**src/rtl/avalon_spi_fifo_ctrl.sv**
```systemverilog
// avalon_spi_fifo_ctrl: Avalon-MM slave with TX/RX FIFOs feeding a one-word-at-a-time SPI engine.
// Host reads take one wait cycle; read_data is captured at the end of that wait cycle.
module avalon_spi_fifo_ctrl #(
    parameter int DATA_W   = 32,
    parameter int TX_DEPTH = 8,
    parameter int RX_DEPTH = 8,
    parameter int NUM_CS   = 4
) (
    input  logic              clk,
    input  logic              reset_n,
    input  logic              chip_select,
    input  logic [7:0]        address,
    input  logic              write,
    input  logic [31:0]       write_data,
    input  logic              read,
    output logic [31:0]       read_data,
    output logic              wait_request,
    output logic              irq,
    output logic              go_transfer,
    output logic [DATA_W-1:0] data_write_to_spi,
    output logic [NUM_CS-1:0] cs_sel,
    input  logic              data_pack_ready,
    input  logic [DATA_W-1:0] data_read_from_spi
);
    localparam int TAW = $clog2(TX_DEPTH);
    localparam int RAW = $clog2(RX_DEPTH);
    localparam logic [TAW:0] TX_FULL = (TAW+1)'(TX_DEPTH);
    localparam logic [RAW:0] RX_FULL = (RAW+1)'(RX_DEPTH);

    typedef enum logic [1:0] {IDLE, LAUNCH, BUSY, CAPTURE} state_t;

    state_t            state_q, state_d;
    logic [DATA_W-1:0] tx_mem_q [TX_DEPTH];
    logic [DATA_W-1:0] tx_mem_d [TX_DEPTH];
    logic [DATA_W-1:0] rx_mem_q [RX_DEPTH];
    logic [DATA_W-1:0] rx_mem_d [RX_DEPTH];
    logic [TAW-1:0]    tx_wp_q, tx_wp_d, tx_rp_q, tx_rp_d;
    logic [RAW-1:0]    rx_wp_q, rx_wp_d, rx_rp_q, rx_rp_d;
    logic [TAW:0]      tx_cnt_q, tx_cnt_d;
    logic [RAW:0]      rx_cnt_q, rx_cnt_d;
    logic [10:0]       ctrl_q, ctrl_d;
    logic [3:0]        flags_q, flags_d;
    logic [31:0]       read_data_q, read_data_d;
    logic              acc_q, acc_d, rd_ok_q, rd_ok_d, irq_q, irq_d, go_q, go_d;
    logic [DATA_W-1:0] dout_q, dout_d;
    logic [NUM_CS-1:0] cs_q, cs_d, cs_dec;
    logic [2:0]        sync_q, sync_d;

    logic        access, rd_load, wr_acc, rd_acc;
    logic        tx_full, tx_empty, rx_full, rx_empty, busy, done, cap;
    logic        tx_push, tx_pop, rx_push, rx_pop;
    logic [3:0]  flag_set, flag_clr;
    logic [31:0] rd_mux;

    always_comb begin
        access   = chip_select & (read | write);
        rd_load  = access & ~acc_q & read;
        wr_acc   = access & acc_q & write;
        rd_acc   = access & acc_q & read;
        tx_full  = tx_cnt_q == TX_FULL;
        tx_empty = tx_cnt_q == '0;
        rx_full  = rx_cnt_q == RX_FULL;
        rx_empty = rx_cnt_q == '0;
        busy     = state_q != IDLE;
        done     = sync_q[2] & ~sync_q[1];
        cap      = state_q == CAPTURE;
        tx_push  = wr_acc & (address == 8'h00) & ~tx_full;
        tx_pop   = state_q == LAUNCH;
        rx_push  = cap & ctrl_q[3] & ~rx_full;
        // The empty/non-empty decision is taken when read_data is captured, so pop and data agree
        rx_pop   = rd_acc & (address == 8'h01) & rd_ok_q;
        flag_set = {cap & tx_empty,
                    rd_acc & (address == 8'h01) & ~rd_ok_q,
                    cap & ctrl_q[3] & rx_full,
                    wr_acc & (address == 8'h00) & tx_full};
        flag_clr = (wr_acc && address == 8'h04) ? write_data[3:0] : 4'h0;
        cs_dec   = '0;
        for (int i = 0; i < NUM_CS; i++)
            cs_dec[i] = 32'(ctrl_q[10:8]) == i;
        case (address)
            8'h01:   rd_mux = rx_empty ? 32'h0 : 32'(rx_mem_q[rx_rp_q]);
            8'h02:   rd_mux = {8'h0, 8'(rx_cnt_q), 8'(tx_cnt_q), 3'b0,
                               rx_empty, rx_full, tx_empty, tx_full, busy};
            8'h03:   rd_mux = 32'(ctrl_q);
            8'h04:   rd_mux = 32'(flags_q);
            default: rd_mux = 32'h0;
        endcase
    end

    always_comb begin
        acc_d       = access & ~acc_q;
        rd_ok_d     = rd_load ? ~rx_empty : rd_ok_q;
        read_data_d = rd_load ? rd_mux : read_data_q;
        ctrl_d      = (wr_acc && address == 8'h03) ? (write_data[10:0] & 11'h70F) : ctrl_q;
        flags_d     = (flags_q & ~flag_clr) | flag_set;
        irq_d       = (ctrl_q[0] & ~rx_empty) | (ctrl_q[1] & flags_q[3]) |
                      (ctrl_q[2] & (|flags_q[2:0]));
        sync_d      = {sync_q[1:0], data_pack_ready};
        state_d     = (state_q == IDLE)   ? (tx_empty ? IDLE : LAUNCH) :
                      (state_q == LAUNCH) ? BUSY :
                      (state_q == BUSY)   ? (done ? CAPTURE : BUSY) : IDLE;
        go_d        = (state_q == IDLE) & ~tx_empty;
        dout_d      = go_d ? tx_mem_q[tx_rp_q] : dout_q;
        cs_d        = go_d ? cs_dec : cs_q;
        tx_mem_d    = tx_mem_q;
        if (tx_push)
            tx_mem_d[tx_wp_q] = write_data[DATA_W-1:0];
        rx_mem_d    = rx_mem_q;
        if (rx_push)
            rx_mem_d[rx_wp_q] = data_read_from_spi;
        tx_wp_d     = tx_wp_q + TAW'(tx_push);
        tx_rp_d     = tx_rp_q + TAW'(tx_pop);
        tx_cnt_d    = tx_cnt_q + (TAW+1)'(tx_push) - (TAW+1)'(tx_pop);
        rx_wp_d     = rx_wp_q + RAW'(rx_push);
        rx_rp_d     = rx_rp_q + RAW'(rx_pop);
        rx_cnt_d    = rx_cnt_q + (RAW+1)'(rx_push) - (RAW+1)'(rx_pop);
    end

    always_ff @(posedge clk or negedge reset_n) begin
        if (!reset_n) begin
            state_q     <= IDLE;
            tx_mem_q    <= '{default: '0};
            rx_mem_q    <= '{default: '0};
            tx_wp_q     <= '0;
            tx_rp_q     <= '0;
            tx_cnt_q    <= '0;
            rx_wp_q     <= '0;
            rx_rp_q     <= '0;
            rx_cnt_q    <= '0;
            ctrl_q      <= '0;
            flags_q     <= '0;
            read_data_q <= '0;
            acc_q       <= 1'b0;
            rd_ok_q     <= 1'b0;
            irq_q       <= 1'b0;
            go_q        <= 1'b0;
            dout_q      <= '0;
            cs_q        <= '0;
            sync_q      <= '0;
        end else begin
            state_q     <= state_d;
            tx_mem_q    <= tx_mem_d;
            rx_mem_q    <= rx_mem_d;
            tx_wp_q     <= tx_wp_d;
            tx_rp_q     <= tx_rp_d;
            tx_cnt_q    <= tx_cnt_d;
            rx_wp_q     <= rx_wp_d;
            rx_rp_q     <= rx_rp_d;
            rx_cnt_q    <= rx_cnt_d;
            ctrl_q      <= ctrl_d;
            flags_q     <= flags_d;
            read_data_q <= read_data_d;
            acc_q       <= acc_d;
            rd_ok_q     <= rd_ok_d;
            irq_q       <= irq_d;
            go_q        <= go_d;
            dout_q      <= dout_d;
            cs_q        <= cs_d;
            sync_q      <= sync_d;
        end
    end

    assign read_data         = read_data_q;
    assign wait_request      = access & ~acc_q;
    assign irq               = irq_q;
    assign go_transfer       = go_q;
    assign data_write_to_spi = dout_q;
    assign cs_sel            = cs_q;
endmodule

```
**config.mk**
```make
export PLATFORM = sky130hd
export DESIGN_NAME = avalon_spi_fifo_ctrl
export DESIGN_NICKNAME = d
export VERILOG_FILES = /design/src/rtl/avalon_spi_fifo_ctrl.sv
export SDC_FILE = /design/constraint.sdc
export NUM_CORES = 1
export LEC_CHECK = 0
export ABC_AREA = 1
export CAP_MARGIN = 20
export CORE_ASPECT_RATIO = 1.2
export CORE_MARGIN = 2
export CORE_UTILIZATION = 35
export DETAILED_ROUTE_END_ITERATION = 7
export GPL_TIMING_DRIVEN = 0
export PLACE_DENSITY = 0.49
export SYNTH_ARGS = -nofsm -noshare
export SYNTH_HDL_FRONTEND = slang
export SYNTH_SLANG_ARGS = --single-unit
```
**constraint.sdc**
```tcl
create_clock -name clk -period 3.6 [get_ports clk]
set_clock_uncertainty 0.05 [all_clocks]
set_input_delay 0.9 -clock clk [delete_from_list [all_inputs] [get_ports clk]]
set_output_delay 0.9 -clock clk [all_outputs]
set_load 0.005 [all_outputs]
```
==> impl_metrics.yaml, run 1 <==
sta:
  rsz0062_at_grt: "no"
  finalSetupViolCount: 0
  slew_violations: 0
  setup_tns_ns: 0
  slew_headroom_pct: 27.6
  hold-worst-slack_ns: 0.264
  max_slew.worst_pin.slew_ns: 1.08
  period_share_pct: 91.1
  final_hold_viol_count: 0
  max_freq_mhz: 305
  fin_crit_ns: 3.28
finish:
  layout-drive-gt1-share_pct: 6.16
  final_util_pct: 41.4
  final_nets: 3948
  diodes: 0
  stdcell_count: 5019
  syn2layout_area_growth_pct: 17.5
global_route:
  grt_pass1_wl_um: 168000
  grt_use_total_pct: 26.0
  grt_max_degree: 114
  grt-ovfl-total: 0
  antenna_found_initial: 2
  grt_pass1_vias: 26100
power_and_ir_drop:
  power.density_nw_per_um2: 570
  p_leak_nw: 17.1
  ir_worst_vdd_mv: 0.316
  finalPower_mw: 19.6
die:
  die_w_um: 268
  rows: 116
  boundaryPins: 149
  die_y_um: 321
  start_util_pct: 35.2
  die_area_um2: 86100
  coreArea_um2: 83200
worst_setup_path:
  crit_chain: "inv_1 > ha_1 > inv_1 > nor2_1 > inv_1 > clkbuf_1 > clkbuf_2 > nand2_1 > ha_1 > inv_1 > ha_1 > fa_1 > xor2_1"
  cpPeakStageDelay_ns: 0.54
  slowest_stage: "clkbuf_1"
  crit_family: "buffers and inverters"
  crit_path_start_kind: "flip-flop"
  worstPathArrival_ns: 3.75
  end_kind: "flip-flop"
  cpMostUsedCell: "inv_1"
  worst-setup-path-type: "flip-flop to flip-flop"
  worstPathMaxFanout: 10
  cp_data_required_time_ns: 4.07
  crit_buf_inv: 6
yosys:
  synthFlopType: "dfrtp_1"
  synth_edf_count: 0
  synth_nets: 3752
  yosysSeqAreaShare_pct: 52.9
  syn_area_per_cell_um2: 8.03
  syn_area_um2: 29300
  synth_warnings: 0
  async_flop_share_pct: 100
  postSynthCellCount: 3650
  ys_ff_latch: 620
  synthDistinctLibCells: 34
routing:
  wl_per_cell_um: 22.0
  drc: 0
  via_per_inst: 5.24
  vias: 26300
  first_pass_iters: 6
  routed_wl_um: 111000
  ant_nets: 0
  drt_iter0_markers: 2298
place:
  portBuffers: 116
  dp.cells: 4894
  hpwl_um: 77800
  place_congestion: 0.878
clock_tree:
  cts.sinks: 620
  cts_tree: "yes"
  clk_latency_ns: 0.65
  clock_tree.htree_level_count: 3
  cts-buffers-inserted: 72
  root_buffer: "clkbuf_16"
  cts_buffer_depth: 3
  clk_pin_slew_ns: 0.07
flow_run:
  cap_violations: 0
status:
  status: "finished clean"
min_path:
  hp-class: "input pin to asynchronous set/reset pin"
[state kept, by name (all words and copies together) (netlist names)]
signal,flops
sync_q,3
irq,1
ctrl_q,7
tx_mem_q,256
data_write_to_spi,32
rd_ok_q,1
acc_q,1
rx_wp_q,3
state_q,2
tx_rp_q,3
tx_cnt_q,4
flags_q,4
cs_sel,4
read_data,32
go_transfer,1
tx_wp_q,3
rx_mem_q,256
rx_cnt_q,4
rx_rp_q,3
[layout by cell type, fill, tap and decap left out, drive strengths merged, types with 19 or more instances in the layout]
cell	netlist	layout
a21oi	82	82
buf	84	91
clkbuf	218	323
clkdlybuf4s50	0	115
dfrtp	620	620
ha	22	22
inv	266	268
nand2	1155	1155
nand3	186	186
nand4	268	268
nor2	184	184
o211ai	64	64
o21ai	455	455
o22ai	19	19
[final cells by class]
cell class / count / area, um^2
Fill cell: 8749 / 48700
Sequential cell: 620 / 15500
Multi-Input combinational cell: 2461 / 11500
Clock buffer: 105 / 2150
Tap cell: 1121 / 1400
Timing Repair Buffer: 123 / 1350
Buffer: 301 / 1320
Inverter: 267 / 1000
Clock inverter: 21 / 211
[repair_timing]
action,in CTS,in global routing
setup buffers,0,0
hold buffers,0,0
hold endpoints to repair,0,0
gates resized for setup,1,2
endpoints found under the setup margin,1,2
gates cloned,0,0
[synthesized netlist by cell type (15+ instances only)]
master	n	area [um^2]
a21oi_1	82	410
buf_1	15	56.3
buf_2	45	225
buf_4	22	165
clkbuf_1	193	724
clkbuf_2	25	125
dfrtp_1	620	15500
ha_1	22	275
inv_1	263	987
nand2_1	1154	4330
nand3_1	186	931
nand4_1	260	1630
nor2_1	181	679
o211ai_1	64	480
o21ai_0	447	2240
o22ai_1	19	119
[where the power goes]
part	internal (mW)	switching (mW)	leakage, nW	total, mW
clock network	4.30	3.13	1.17	7.43
registers	7.27	0.174	7.20	7.45
logic	1.41	3.33	8.75	4.74
total	13.0	6.64	17.1	19.6
[layer usage]
metal	global-route usage (%)	wire [um]	up-vias
li1	-	-	12400
met1	32.5	45700	12900
met2	45.1	54800	805
met3	3.26	5400	217
met4	10.8	4680	4
met5	0	26	-
[stage by stage]
stage / instance area, um^2 / setup WS [ns]
after CTS: 34400 / 0.0617
final: 34400 / 0.319
after global placement: 31900 / -28.53
after detailed placement: 32100 / -0.683
after global routing: 34400 / 0.137
after floorplan: 29300 / 0.522
[kinds of logic (layout without fill, tap and decap cells)]
group | Yosys count | in the layout | synth area share (%)
AO/OA/AOI/OAI | 622 | 622 | 11.3
flip-flops | 620 | 620 | 52.9
adder cells (fa/ha/maj) | 24 | 24 | 1.08
AND/OR/NAND/NOR | 1806 | 1806 | 26.5
XOR/XNOR | 9 | 9 | 0.269
buffers and inverters | 569 | 817 | 7.92
[path summary, 6_finish.rpt]
check,from,to,slack [ns],depth (start not counted)
max in group asynchronous,reset_n,rx_mem_q[57]$_DFFE_PN0P_,0.98,5
worst min-delay path,reset_n,tx_mem_q[7]$_DFFE_PN0P_,0.26,1
worst min register to register,sync_q[0]$_DFF_PN0_,sync_q[1]$_DFF_PN0_,0.30,0
min in group clk,sync_q[0]$_DFF_PN0_,sync_q[1]$_DFF_PN0_,0.30,0
worst max register to register,tx_cnt_q[2]$_DFF_PN0_,tx_cnt_q[2]$_DFF_PN0_,0.32,13
worst max-delay path,tx_cnt_q[2]$_DFF_PN0_,tx_cnt_q[2]$_DFF_PN0_,0.32,13
No activity file was read; power rests on OpenSTA's default activity.
==> run 2: changes to the inputs <==
- CORE_MARGIN: 2 -> not set
- SLEW_MARGIN: not set -> 25
==> run 2 against run 1 <==
Compared with the run above:
- clock power shrank 1%
- flip-flop and latch count unchanged
- setup slack got worse by 0.030 ns
- non-clock buffer count up 2
- wire length fell by 1.6%
- first-iteration DRC count rose by 9.4%
- sequential share of layout area about the same
- global-route usage fell by 0.12 points
- hold slack lost 0.16 ns
- clock-buffer cell count rose by 4
- largest power group unchanged
==> impl_metrics.yaml, run 2 (same netlist as run 1, synthesis figures left out) <==
status:
  status: "finished clean"
sta:
  setup_ws_ns: 0.288
  slew_violations: 0
  final_hold_viol_count: 0
  period_share_pct: 92.0
  max_freq_mhz: 302
  max_slew.worst_pin.slew_ns: 1.11
  setup_tns_ns: 0
  slew_headroom_pct: 26.0
  fin_crit_ns: 3.31
  finalSetupViolCount: 0
  rsz0062_at_grt: "no"
finish:
  final_util_pct: 41.7
  diodes: 0
  final_nets: 3950
  reg_top3: "rx_mem_q (256), tx_mem_q (256)"
  layout-drive-gt1-share_pct: 6.13
  mostFrequentLayoutCell: "nand2_1"
  stdcell_area_um2: 34400
  syn2layout_area_growth_pct: 17.4
  nFillCells: 8595
  final_cell_mix: "nand2_1 (1154), dfrtp_1 (620), o21ai_0 (447)"
die:
  start_util_pct: 35.6
  die_y_um: 319
  coreArea_um2: 82400
  die_w_um: 266
  die_area_um2: 84900
  boundaryPins: 149
  rows: 115
routing:
  via_per_inst: 5.19
  wl_per_cell_um: 21.7
  drt_iter0_markers: 2513
  first_pass_iters: 5
  wl_met1_um: 45200
  drc: 0
  wl_met3_um: 5110
  ant_nets: 0
  vias: 26000
  met2_length_um: 54200
  top_layer: "met4"
  routed_wl_um: 109000
worst_setup_path:
  crit_path_start_kind: "input pin"
  worst-setup-path-type: "input pin to flip-flop"
  r2r_slack_ns: 0.29
  cpPeakStageDelay_ns: 0.56
  end_kind: "flip-flop"
  slowest_stage: "clkdlybuf4s50_1"
  r2r-end: "tx_cnt_q[2]$_DFF_PN0_"
  rr_worst_depth: 13
  worstPathArrival_ns: 3.74
  r2r_start: "tx_cnt_q[2]$_DFF_PN0_"
  worstPathMaxFanout: 19
  crit_chain: "clkdlybuf4s50_1 > o21ai_2 > nor2_2 > nand2_1 > nor2_4 > buf_4 > nand2_1 > ha_1 > inv_1 > ha_1 > fa_1 > xor2_1"
  cp_data_required_time_ns: 4.03
place:
  post-place-ws_ns: -0.734
  hpwl_um: 77500
  portBuffers: 116
  placed_area_um2: 32100
  place_congestion: 0.881
power_and_ir_drop:
  ir_worst_vdd_mv: 0.295
  p_leak_nw: 17.1
  power.density_nw_per_um2: 565
  finalPower_mw: 19.5
clock_tree:
  clk_latency_ns: 0.61
  root_buffer: "clkbuf_16"
  cts_tree: "yes"
  cts_buffer_depth: 3
  hold_buffers: 0
  clock_tree.htree_level_count: 3
  cts-buffers-inserted: 72
  clk_pin_slew_ns: 0.06
  cts.sinks: 620
global_route:
  grt-ovfl-total: 0
  grt_use_total_pct: 25.9
  grt_pass1_wl_um: 166000
  grt_max_degree: 85
  grt_pass1_vias: 25900
  antenna_found_initial: 0
flow_run:
  cap_violations: 0
min_path:
  hp-class: "input pin to asynchronous set/reset pin"
run 2: through the flow:
step                hold WS (ns)  cells
floorplan                  0.281   3650
global placement           0.305   4877
detailed placement         0.295   4886
CTS                       0.0847   5010
global route               0.106   5009
finish                     0.106   5009
run 2: layer usage:
metal	vias up	global-route usage, %
li1	12400	-
met5	-	0
met3	182	3.30
met2	753	45.1
met4	0	10.4
met1	12700	32.1
run 2: repair_timing:
action / CTS / global route
setup buffers: 0 / 0
endpoints found under the setup margin: 1 / 1
resized for setup: 1 / 2
run 2: worst max-delay path, delay by kind of cell:
family                   cells  cell delay, ns
adder cells (fa/ha/maj)      3            0.91
buffers and inverters        3            0.94
AND/OR/NAND/NOR              4            0.68
XOR/XNOR                     1            0.18
AO/OA/AOI/OAI                1            0.12
run 2: final cells by class:
type / count / area (um^2) / area share, %
clock buffers: 109 / 2190 / 6.38
clock inverters: 15 / 111 / 0.324
plain buffers: 301 / 1320 / 3.82
well taps: 1111 / 1390 / 4.04
flip-flops and latches: 620 / 15500 / 45.1
inverters: 267 / 1000 / 2.91
multi-input cells: 2461 / 11500 / 33.4
repair buffers: 125 / 1400 / 4.07
run 2: report_power, final:
group          internal, mW  leakage, nW  switching (mW)
Clock                  4.26         1.15            3.06
Sequential             7.27         7.20           0.172
Combinational          1.42         8.78            3.27
run 2: how the worst max path moves through the flow:
stage,from,end,slack [ns],cells past startpoint
CTS,tx_cnt_q[2]$_DFF_PN0_,tx_cnt_q[2]$_DFF_PN0_,0.05,13
global route,tx_cnt_q[2]$_DFF_PN0_,tx_cnt_q[2]$_DFF_PN0_,0.10,13
global placement,reset_n,rx_mem_q[125]$_DFFE_PN0P_,-28.55,1
finish,write,tx_cnt_q[2]$_DFF_PN0_,0.29,12
floorplan,address[2],tx_cnt_q[2]$_DFF_PN0_,0.52,13
detailed placement,write,tx_cnt_q[2]$_DFF_PN0_,-0.73,13
